[config.mk]
export PLATFORM = sky130hd
export DESIGN_NAME = i2c_s_if
export DESIGN_NICKNAME = d
export VERILOG_FILES = /design/src/rtl/i2c_s_if.sv
export SDC_FILE = /design/constraint.sdc
export NUM_CORES = 1
export LEC_CHECK = 0
export CORE_MARGIN = 8
export CORE_UTILIZATION = 65
export DETAILED_ROUTE_END_ITERATION = 8
export DONT_BUFFER_PORTS = 1
export GPL_ROUTABILITY_DRIVEN = 0
export MAX_ROUTING_LAYER = met4
export PLACE_DENSITY_LB_ADDON = 0.08
export SYNTH_ARGS = -nofsm -noshare
export SYNTH_HDL_FRONTEND = slang
export SYNTH_SLANG_ARGS = --single-unit
[constraint.sdc]
create_clock -name clk -period 4.75 [get_ports clk]
set_input_delay 0.95 -clock clk [delete_from_list [all_inputs] [get_ports clk]]
set_output_delay 0.95 -clock clk [all_outputs]
set_load 0.01 [all_outputs]
[src/rtl/i2c_s_if.sv]
// I2C target interface: oversampled SCL/SDA in the clk domain, fixed 7-bit address,
// write bytes collected into a left-justified word, read bytes served from rd_data.
module i2c_s_if #(
  parameter logic [6:0] p_adr = 7'h50
) (
  input  logic        clk,
  input  logic        rstb,
  input  logic        scl_i,
  input  logic        sda_i,
  output logic        sda_o,
  output logic [31:0] wr_data,
  output logic [2:0]  wr_bytes,
  output logic        wr_data_en,
  output logic        rd_req,
  input  logic [31:0] rd_data,
  output logic        busy
);

  typedef enum logic [2:0] {
    S_IDLE, S_ADR, S_ADR_ACK, S_WR, S_WR_ACK, S_RD, S_RD_ACK, S_WAIT_STOP
  } state_t;

  logic [2:0]  scl_q, sda_q;
  state_t      state_q;
  logic [3:0]  bit_cnt_q;
  logic [2:0]  byte_cnt_q;
  logic [7:0]  shift_q;
  logic [31:0] acc_q;
  logic [31:0] tx_q;
  logic        mack_q;
  logic        sda_o_q;
  logic        rd_req_q;
  logic        wr_en_q;
  logic [31:0] wr_data_q;
  logic [2:0]  wr_bytes_q;

  logic scl_rise, scl_fall, start_ev, stop_ev;

  // [0],[1] synchronize; [2] is the previous sample used for edge detection
  always_ff @(posedge clk or negedge rstb) begin
    if (!rstb) begin
      scl_q <= 3'b111;
      sda_q <= 3'b111;
    end else begin
      scl_q <= {scl_q[1:0], scl_i};
      sda_q <= {sda_q[1:0], sda_i};
    end
  end

  assign scl_rise = scl_q[1] & ~scl_q[2];
  assign scl_fall = ~scl_q[1] & scl_q[2];
  assign start_ev = scl_q[1] & scl_q[2] & sda_q[2] & ~sda_q[1];
  assign stop_ev  = scl_q[1] & scl_q[2] & ~sda_q[2] & sda_q[1];

  always_ff @(posedge clk or negedge rstb) begin
    if (!rstb) begin
      state_q    <= S_IDLE;
      bit_cnt_q  <= '0;
      byte_cnt_q <= '0;
      shift_q    <= '0;
      acc_q      <= '0;
      tx_q       <= '1;
      mack_q     <= 1'b1;
      sda_o_q    <= 1'b1;
      rd_req_q   <= 1'b0;
      wr_en_q    <= 1'b0;
      wr_data_q  <= '0;
      wr_bytes_q <= '0;
    end else begin
      rd_req_q <= 1'b0;
      wr_en_q  <= 1'b0;
      if (start_ev || stop_ev) begin
        // byte_cnt_q is only nonzero inside a write, so it alone gates the flush
        if (byte_cnt_q != 3'd0) begin
          wr_en_q    <= 1'b1;
          wr_data_q  <= acc_q;
          wr_bytes_q <= byte_cnt_q;
        end
        sda_o_q    <= 1'b1;
        bit_cnt_q  <= '0;
        byte_cnt_q <= '0;
        if (start_ev) begin
          state_q <= S_ADR;
          acc_q   <= '0;
        end else begin
          state_q <= S_IDLE;
        end
      end else begin
        case (state_q)
          S_IDLE: ;
          S_ADR, S_WR: begin
            if (scl_rise) begin
              shift_q   <= {shift_q[6:0], sda_q[1]};
              bit_cnt_q <= bit_cnt_q + 4'd1;
            end else if (scl_fall && bit_cnt_q == 4'd8) begin
              bit_cnt_q <= '0;
              if (state_q == S_ADR) begin
                if (shift_q[7:1] == p_adr) begin
                  sda_o_q  <= 1'b0;
                  rd_req_q <= shift_q[0];
                  state_q  <= S_ADR_ACK;
                end else begin
                  state_q <= S_WAIT_STOP;
                end
              end else begin
                if (!byte_cnt_q[2]) begin
                  case (byte_cnt_q[1:0])
                    2'd0: acc_q[31:24] <= shift_q;
                    2'd1: acc_q[23:16] <= shift_q;
                    2'd2: acc_q[15:8]  <= shift_q;
                    default: acc_q[7:0] <= shift_q;
                  endcase
                  byte_cnt_q <= byte_cnt_q + 3'd1;
                  sda_o_q    <= 1'b0;
                end
                state_q <= S_WR_ACK;
              end
            end
          end
          S_ADR_ACK: begin
            if (scl_fall) begin
              bit_cnt_q <= '0;
              if (shift_q[0]) begin
                tx_q    <= rd_data;
                sda_o_q <= rd_data[31];
                state_q <= S_RD;
              end else begin
                sda_o_q <= 1'b1;
                state_q <= S_WR;
              end
            end
          end
          S_WR_ACK: begin
            if (scl_fall) begin
              sda_o_q <= 1'b1;
              state_q <= S_WR;
            end
          end
          S_RD: begin
            if (scl_rise) begin
              bit_cnt_q <= bit_cnt_q + 4'd1;
            end else if (scl_fall) begin
              // ones shift in so bytes past the fourth read as 8'hFF
              tx_q <= {tx_q[30:0], 1'b1};
              if (bit_cnt_q == 4'd8) begin
                sda_o_q <= 1'b1;
                state_q <= S_RD_ACK;
              end else begin
                sda_o_q <= tx_q[30];
              end
            end
          end
          S_RD_ACK: begin
            if (scl_rise) begin
              mack_q <= sda_q[1];
            end else if (scl_fall) begin
              bit_cnt_q <= '0;
              if (!mack_q) begin
                sda_o_q <= tx_q[31];
                state_q <= S_RD;
              end else begin
                state_q <= S_WAIT_STOP;
              end
            end
          end
          default: sda_o_q <= 1'b1;
        endcase
      end
    end
  end

  assign sda_o      = sda_o_q;
  assign rd_req     = rd_req_q;
  assign wr_data_en = wr_en_q;
  assign wr_data    = wr_data_q;
  assign wr_bytes   = wr_bytes_q;
  assign busy       = (state_q != S_IDLE);

endmodule

# Word level (Yosys, flattened, before mapping)
# Index checks and enable logic that the tools add are counted.
dict set report classes {
  bitwise 12
  order_cmp 0
  mux 69
  reduce_logical 29
  n_eq_ne 34
  shifts 0
  n_addsub 2
  n_mul 0
  n_div 0
}
# operator n
set op_table {}
lappend op_table {{$mux W32} 11}
lappend op_table {{$pmux W32 S2} 1}
lappend op_table {{$mux W3} 19}
lappend op_table {{$ne A3 B3 Y1 const B} 11}
lappend op_table {{$mux W8} 4}
lappend op_table {{$reduce_and A7 Y1} 4}
lappend op_table {{$mux W1} 24}
lappend op_table {{$mux W4} 6}
lappend op_table {{$pmux W4 S4} 1}
lappend op_table {{$pmux W3 S5} 1}
lappend op_table {{$ne A2 B2 Y1 const B} 7}
lappend op_table {{$ne A4 B4 Y1 const B} 3}
lappend op_table {{$reduce_and A12 Y1} 1}
lappend op_table {{$reduce_bool A2 Y1} 6}
lappend op_table {{$reduce_and A10 Y1} 1}
lappend op_table {{$eq A3 B3 Y1 const B} 3}
lappend op_table {{$reduce_and A4 Y1} 2}
lappend op_table {{$and A1 B1 Y1} 7}
lappend op_table {{$eq A7 B7 Y1 const B} 1}
lappend op_table {{$eq A3 B2 Y1 const B} 2}
lappend op_table {{$ne A2 B1 Y1 const B} 3}
lappend op_table {{$pmux W1 S6} 1}
lappend op_table {{$reduce_and A3 Y1} 2}
lappend op_table {{$reduce_and A6 Y1} 1}
lappend op_table {{19 further kinds} 24}
dict set report totals {
  latchBits 0
  ram_bits 0
  wordCells 164
  reg_bits 127
  inputBits 36
  memories 0
  rom_bits 0
}

# Logic depth before layout (Yosys ltp)
# Gate-level depths: netlist (run 1).
dict set report logic_depth {
  depth_word 9
  ltp_mapped 9
}

# Worst setup path after synthesis (run 1)
# Ideal clock, no wire load.
dict set report synth_path {
  path_kind {register -> output}
  from {register state_q[2]}
  to {output busy}
  t_arrival_ps 1015
  path_stages_with_launch 5
  path_slack_ps 2785
  required_time_ps 3800
  path_buffers 2
  cell_sequence {dfrtp_1 clkbuf_2 clkbuf_1 nor3_1 inv_1}
}
dict set report synth_via {
  elab_chain_len 1
}
# element line_no
set synth_lines {}
lappend synth_lines {{start: declaration} 24} ;# state_t state_q;
lappend synth_lines {{start signal: assignment} 57} ;# state_q <= S_IDLE;
lappend synth_lines {{start signal: assignment} 83} ;# state_q <= S_ADR;
lappend synth_lines {{start signal: assignment} 86} ;# state_q <= S_IDLE;
lappend synth_lines {{$reduce_bool A3 Y1} 177} ;# assign busy = (state_q != S_IDLE);
lappend synth_lines {{end: declaration} 16} ;# output logic busy
# Every way passes these cells.

# Worst setup path after layout (run 1)
dict set report layout_path {
  from {register sda_q[1]}
  to {register wr_data_q[11] (netlist: wr_data[11])}
}
dict set report layout_via {
  elab_chain_len 4
  elab_cells_between_ends 5
}
# element line_no
set layout_lines {}
lappend layout_lines {{start: declaration} 23} ;# logic [2:0] scl_q, sda_q;
lappend layout_lines {{start signal: assignment} 46} ;# sda_q <= {sda_q[1:0], sda_i};
lappend layout_lines {{$not A1 Y1} 52} ;# assign start_ev = scl_q[1] & scl_q[2] & sda_q[2] & ~sda_q[1];
lappend layout_lines {{$and A1 B1 Y1} 52}
lappend layout_lines {{$logic_or A1 B1 Y1 (*)} 72} ;# if (start_ev || stop_ev) begin
lappend layout_lines {{$reduce_and A2 Y1 (no line) (*)} --}
lappend layout_lines {{end signal: assignment} 76} ;# wr_data_q <= acc_q;
lappend layout_lines {{end: declaration} 34} ;# logic [31:0] wr_data_q;
# Every way passes the cells marked *; elsewhere a longest branch is shown, timed or not.
# A chain may end at the register's enable or synchronous reset.

==> results of run 1 <==
-- worst max-delay path, delay by kind of cell, from the launching register on --
kind,cells,cell delay (ns)
AOI/OAI and AO/OA,1,1.00
xor gates and xnor gates,1,0.27
DFF,1,0.57
muxes,1,0.43
and+or+nand+nor,1,0.45
-- state kept, by name, summed over array words and instances (netlist names) --
name and flops:
shift_q 8, wr_bytes 3, wr_data 32, state_q 3, acc_q 32, tx_q 32, sda_o 1, bit_cnt_q 4
wr_data_en 1, scl_q 3, sda_q 3, rd_req 1, byte_cnt_q 3, mack_q 1
-- cell usage after synthesis (8+ instances only) --
cell type / count
o21ai_0: 92
dfrtp_1: 87
nand2_1: 51
mux2_2: 45
dfstp_2: 40
mux2i_1: 33
buf_2: 13
nor2_1: 12
o21ai_1: 11
clkbuf_1: 9
inv_1: 8
-- power groups by stage --
stage	combinational [mW]	sequential [mW]	clock, mW
after floorplan	0.624	1.51	0
after global placement	0.664	1.59	0
after detailed placement	0.693	1.59	0
after CTS	0.695	1.58	1.48
after global routing	0.777	1.62	1.52
final	0.689	1.58	1.45
-- area by class of cell --
class	count	area, um^2
fill	584	2260
timing repair buffer	2	15.0
inverter	8	30.0
multi-input combinational	317	2210
clock inverter	14	253
tap	108	135
clock buffer	18	418
sequential	127	3230
-- worst max-delay path by stage --
stage,from,end,slack [ns],cells after the start
2_1_floorplan,state_q[2]$_DFFE_PN0P_,busy,2.79,4
3_3_place_gp,sda_q[1]$_DFF_PN1_,wr_data[26]$_DFFE_PN0P_,1.99,4
3_5_place_dp,sda_q[1]$_DFF_PN1_,wr_bytes[1]$_DFFE_PN0P_,1.85,4
4_1_cts,sda_q[1]$_DFF_PN1_,wr_data[1]$_DFFE_PN0P_,1.83,4
5_1_grt,sda_q[1]$_DFF_PN1_,wr_data[12]$_DFFE_PN0P_,1.68,4
6_report,sda_q[1]$_DFF_PN1_,wr_data[11]$_DFFE_PN0P_,1.87,4
-- stage by stage --
stage	hold WS, ns	cells	setup slack [ns]	instance area [um^2]	utilization
finish	0.122	594	1.87	6290	0.736
detailed placement	0.347	562	1.85	5620	0.658
global route	0.0951	594	1.68	6290	0.736
global placement	0.346	562	1.99	5620	0.658
floorplan	0.345	481	2.79	5610	-
CTS	0.101	594	1.83	6290	0.736
-- metal layers --
layer / vias up / share of wire
met5: - / 0
met4: 0 / 0.015
met3: 18 / 0.060
met2: 100 / 0.49
met1: 1793 / 0.43
li1: 1698 / -
-- cell families after synthesis --
family                   Yosys count  synth area share
adder cells (fa/ha/maj)            7            0.0156
XOR/XNOR                           2           0.00312
flip-flops                       127             0.575
AND/OR/NAND/NOR                   99            0.0858
buffers and inverters             37            0.0332
AO/OA/AOI/OAI                    131             0.138
multiplexers                      78             0.149
==> flow_metrics.tcl, run 1 <==
set metrics [dict create \
    status "completed" \
    grt-busiest-layer "met2" \
    seq_area_frac_synth 0.575 \
    ys_ff_latch 127 \
    skew_ns 0.0115 \
    htree_levels 4 \
    p_comb_frac 0.185 \
    use_met1 0.245 \
    ff2ff_setup_slack_ns 1.87 \
    cts_tree "yes" \
    finalCriticalPeriod_ns 2.88 \
    avgSynthCellArea_um2 11.7 \
    clk_latency_ns 0.52 \
    portBuffers 0 \
    switchingPower_mw 1.04 \
    worstMarginPinSlew_ns 1.10 \
    clk_pin_slew_ns 0.06 \
    power-per-cell-area_nw_per_um2 592 \
    grtUsageMet2 0.306 \
    final_common_cell "o21ai_0" \
    post-cts-setup-buffers 0 \
    grt-ovfl-total 0 \
    antenna_left 0 \
    totalWireLength_um 10900 \
    synth_cell_types 59 \
    first_pass_iters 5 \
    yosysWarnings 0 \
    die_w_um 109 \
    grtUsageMet3 0.0650 \
    viasPerCell 6.08 \
    cts_buffers 17 \
    worstPathRequired_ns 5.15 \
    drtIter0Drc 294 \
    swShare 0.279 \
    num-nets-final 516 \
    worstHoldPathType "input port to asynchronous set/reset pin" \
    io_pins 75 \
    grt_first_pass_wirelength_um 18200 \
    r2r_end "wr_data[11]$_DFFE_PN0P_" \
    p_clk_frac 0.390 \
    antenna_found_initial 0 \
    leakage_nw 2.81 \
    start_kind "flop" \
    cpMaxStageDelayCell "a21oi_4" \
    worst-r2r-cell-count 4 \
    hold_viol_final 0 \
    max_stage_delay_ns 1.00 \
    wl_per_cell_um 18.4 \
    slew_viol_final 0 \
    num_rows 34 \
    antenna_cells 0 \
    endpoint_kind "flop" \
    synthCells 481 \
    ctsResizeCount 0 \
    grt_usage 0.202 \
    vias 3609 \
    die_area_um2 11900 \
    synth_edf_count 0 \
    path_cells "xor2_1, nand3_2, a21oi_4, mux2_2" \
    clockBufferDepth 2 \
    r2r_start "sda_q[1]$_DFF_PN1_" \
    slew_headroom 0.266 \
    root_buffer "clkbuf_8" \
    setup_viol 0 \
    cp.arrival_ns 3.28 \
    grt_start_max_net_pins 128 \
    core_um2 8550 \
    final_cell_mix "o21ai_0 (92), dfrtp_1 (87), nand2_1 (51)" \
    async_flop_share 1.00 \
    syn-cell-area_um2 5610 \
    drc 0 \
    p_seq_frac 0.425 \
    syn_to_final_growth_pct 12.1 \
    critical_path_class "flop to flop" \
    critPathMaxFanout 35 \
    synth_top_area_cell "dfrtp_1" \
    cts_sinks 127 \
    power_mw 3.73 \
    syn_nets 524 \
    cap_violations 0 \
    p_int_mw 2.69 \
    die_height_um 109 \
    peakVddDrop_v 0.000381 \
    max_freq_mhz 347 \
    cts-hold-fix-buffers 0 \
    start_util 0.656 \
    yosys.area.top_type_share 0.388 \
    rsz0062_at_grt "false" \
    synth_area_leaders "dfrtp_1 (39%), dfstp_2 (19%), mux2_2 (9.0%), o21ai_0 (8.2%), mux2i_1 (5.9%)" \
    synth-main-ff-cell "dfrtp_1" \
    drive_above_1_share 0.265 \
    fin_crit_sh 0.606 \
    tns_ns 0 \
    grt_pass1_vias 3603 \
    post-dp-hpwl_um 7110 \
]
(Power assumes the default switching activity.)
==> run 2: changes to the inputs <==
--- a/config.mk
+++ b/config.mk
@@ -6,7 +6,7 @@
 export NUM_CORES = 1
 export LEC_CHECK = 0
 export CORE_MARGIN = 8
-export CORE_UTILIZATION = 65
+export CORE_UTILIZATION = 63
 export DETAILED_ROUTE_END_ITERATION = 8
 export DONT_BUFFER_PORTS = 1
 export GPL_ROUTABILITY_DRIVEN = 0
==> constraint.sdc (replaced) <==
create_clock -name clk -period 2.84 [get_ports clk]
set_input_delay 0.568 -clock clk [delete_from_list [all_inputs] [get_ports clk]]
set_output_delay 0.568 -clock clk [all_outputs]
set_load 0.01 [all_outputs]
==> flow_metrics.tcl, run 2 (synthesis gave the netlist of run 1 again) <==
set metrics [dict create \
    clockBufferDepth 2 \
    grt_pass1_vias 3682 \
    clk_pin_slew_ns 0.06 \
    root_buffer "clkbuf_8" \
    hold_slack_ns -0.255 \
    die_w_um 110 \
    fin_crit_sh 0.823 \
    clk_latency_ns 0.51 \
    setup_viol 0 \
    timing.final.ws_setup_ns 0.503 \
    wl_per_cell_um 18.6 \
    tns_ns 0 \
    power-per-cell-area_nw_per_um2 939 \
    rsz0062_at_grt "false" \
    final_cell_mix "o21ai_0 (92), dfrtp_1 (87), nand2_1 (51)" \
    peakVddDrop_v 0.000612 \
    die_area_um2 12200 \
    grt_first_pass_wirelength_um 18400 \
    power_mw 5.84 \
    hold_viol_final 123 \
    num-nets-final 522 \
    skew_ns 0.00526 \
    antenna_cells 0 \
    path_cells "xor2_1, nand3_2, buf_4, a22oi_2, a2bb2o_4, a22o_1" \
    crit_buf_inv 1 \
    status "finished with violations" \
    cap_violations 0 \
    grt_usage 0.200 \
    slew_viol_final 0 \
    drtIter0Drc 167 \
    num_rows 34 \
    final_common_cell "o21ai_0" \
    syn_to_final_growth_pct 10.8 \
    critical_path_class "flop to flop" \
    worstHoldPathType "input port to asynchronous set/reset pin" \
    final_core_util 0.717 \
    vias 3625 \
    max_stage_delay_ns 0.58 \
    dp_slack_ns 0.528 \
    leakage_nw 2.76 \
    antenna_left 0 \
    cpMaxStageDelayCell "dfstp_2" \
    slew_headroom 0.498 \
    io_pins 75 \
    finalCriticalPeriod_ns 2.34 \
    start_kind "flop" \
    worstPathRequired_ns 3.24 \
    grt-ovfl-total 0 \
    core_um2 8680 \
    use_met1 0.242 \
    grt_start_max_net_pins 128 \
    drive_above_1_share 0.272 \
    totalWireLength_um 11200 \
    htree_levels 4 \
    worstMarginPinSlew_ns 0.750 \
    path_delay_family "compound AO/OA/AOI/OAI gates" \
    grt-busiest-layer "met2" \
    grtUsageMet3 0.0599 \
    max_freq_mhz 428 \
    drc 0 \
    cts_sinks 127 \
    critPathMaxFanout 16 \
    cp.arrival_ns 2.74 \
    first_pass_iters 4 \
    antenna_found_initial 0 \
    endpoint_kind "flop" \
    cts_tree "yes" \
    portBuffers 0 \
    start_util 0.647 \
    die_height_um 110 \
    grtUsageMet2 0.310 \
    viasPerCell 6.04 \
    post-dp-hpwl_um 7390 \
    violations "hold timing" \
    cts_buffers 17 \
]
==> run 2: cell count changes in the layout (fill, tap and decap cells not counted), sizes merged <==
cell,before,now
inv,12,14
clkinvlp,0,4
clkinv,4,3
bufinv,6,1
buf,2,8
==> run 2: final timing paths <==
check	from	end	slack [ns]	depth (start not counted)
worst min-delay path	rstb	acc_q[17]$_DFFE_PN0P_	-0.26	0
worst min register to register	sda_q[0]$_DFF_PN1_	sda_q[1]$_DFF_PN1_	0.36	0
max in group asynchronous	rstb	tx_q[9]$_DFFE_PN1P_	2.81	0
worst max-delay path	sda_q[1]$_DFF_PN1_	bit_cnt_q[2]$_DFFE_PN0P_	0.50	6
min in group clk	sda_i	sda_q[0]$_DFF_PN1_	0.05	0
worst max register to register	sda_q[1]$_DFF_PN1_	bit_cnt_q[2]$_DFFE_PN0P_	0.50	6
==> run 2: power by group <==
part           leakage [nW]  internal (mW)  switching, mW
Sequential             1.62           2.34          0.311
Combinational         0.885          0.537          0.643
Clock                 0.259           1.17          0.831
Total                  2.76           4.06           1.78
==> run 2: cell type report <==
cell class                      instances  area, um^2
Multi-Input combinational cell        317        2210
Timing Repair Buffer                    8        60.1
Sequential cell                       127        3230
Clock buffer                           18         418
Tap cell                              108         135
Fill cell                             602        2460
Clock inverter                         14         133
Inverter                                8        30.0
==> run 2: per-stage QoR <==
stage | cells | cell area, um^2
after floorplan | 481 | 5610
after detailed placement | 568 | 5670
after global placement | 568 | 5670
after global routing | 600 | 6220
after CTS | 600 | 6220
final | 600 | 6220
==> run 2: per-layer routing <==
metal	wire, um	vias up
met5	0	-
met4	177	0
li1	-	1705
met2	5470	99
met3	700	18
met1	4810	1803
==> run 2: what timing repair did <==
action,in CTS,in global routing
gates resized for setup,0,0
setup buffers,0,0
endpoints found under the hold margin,127,127
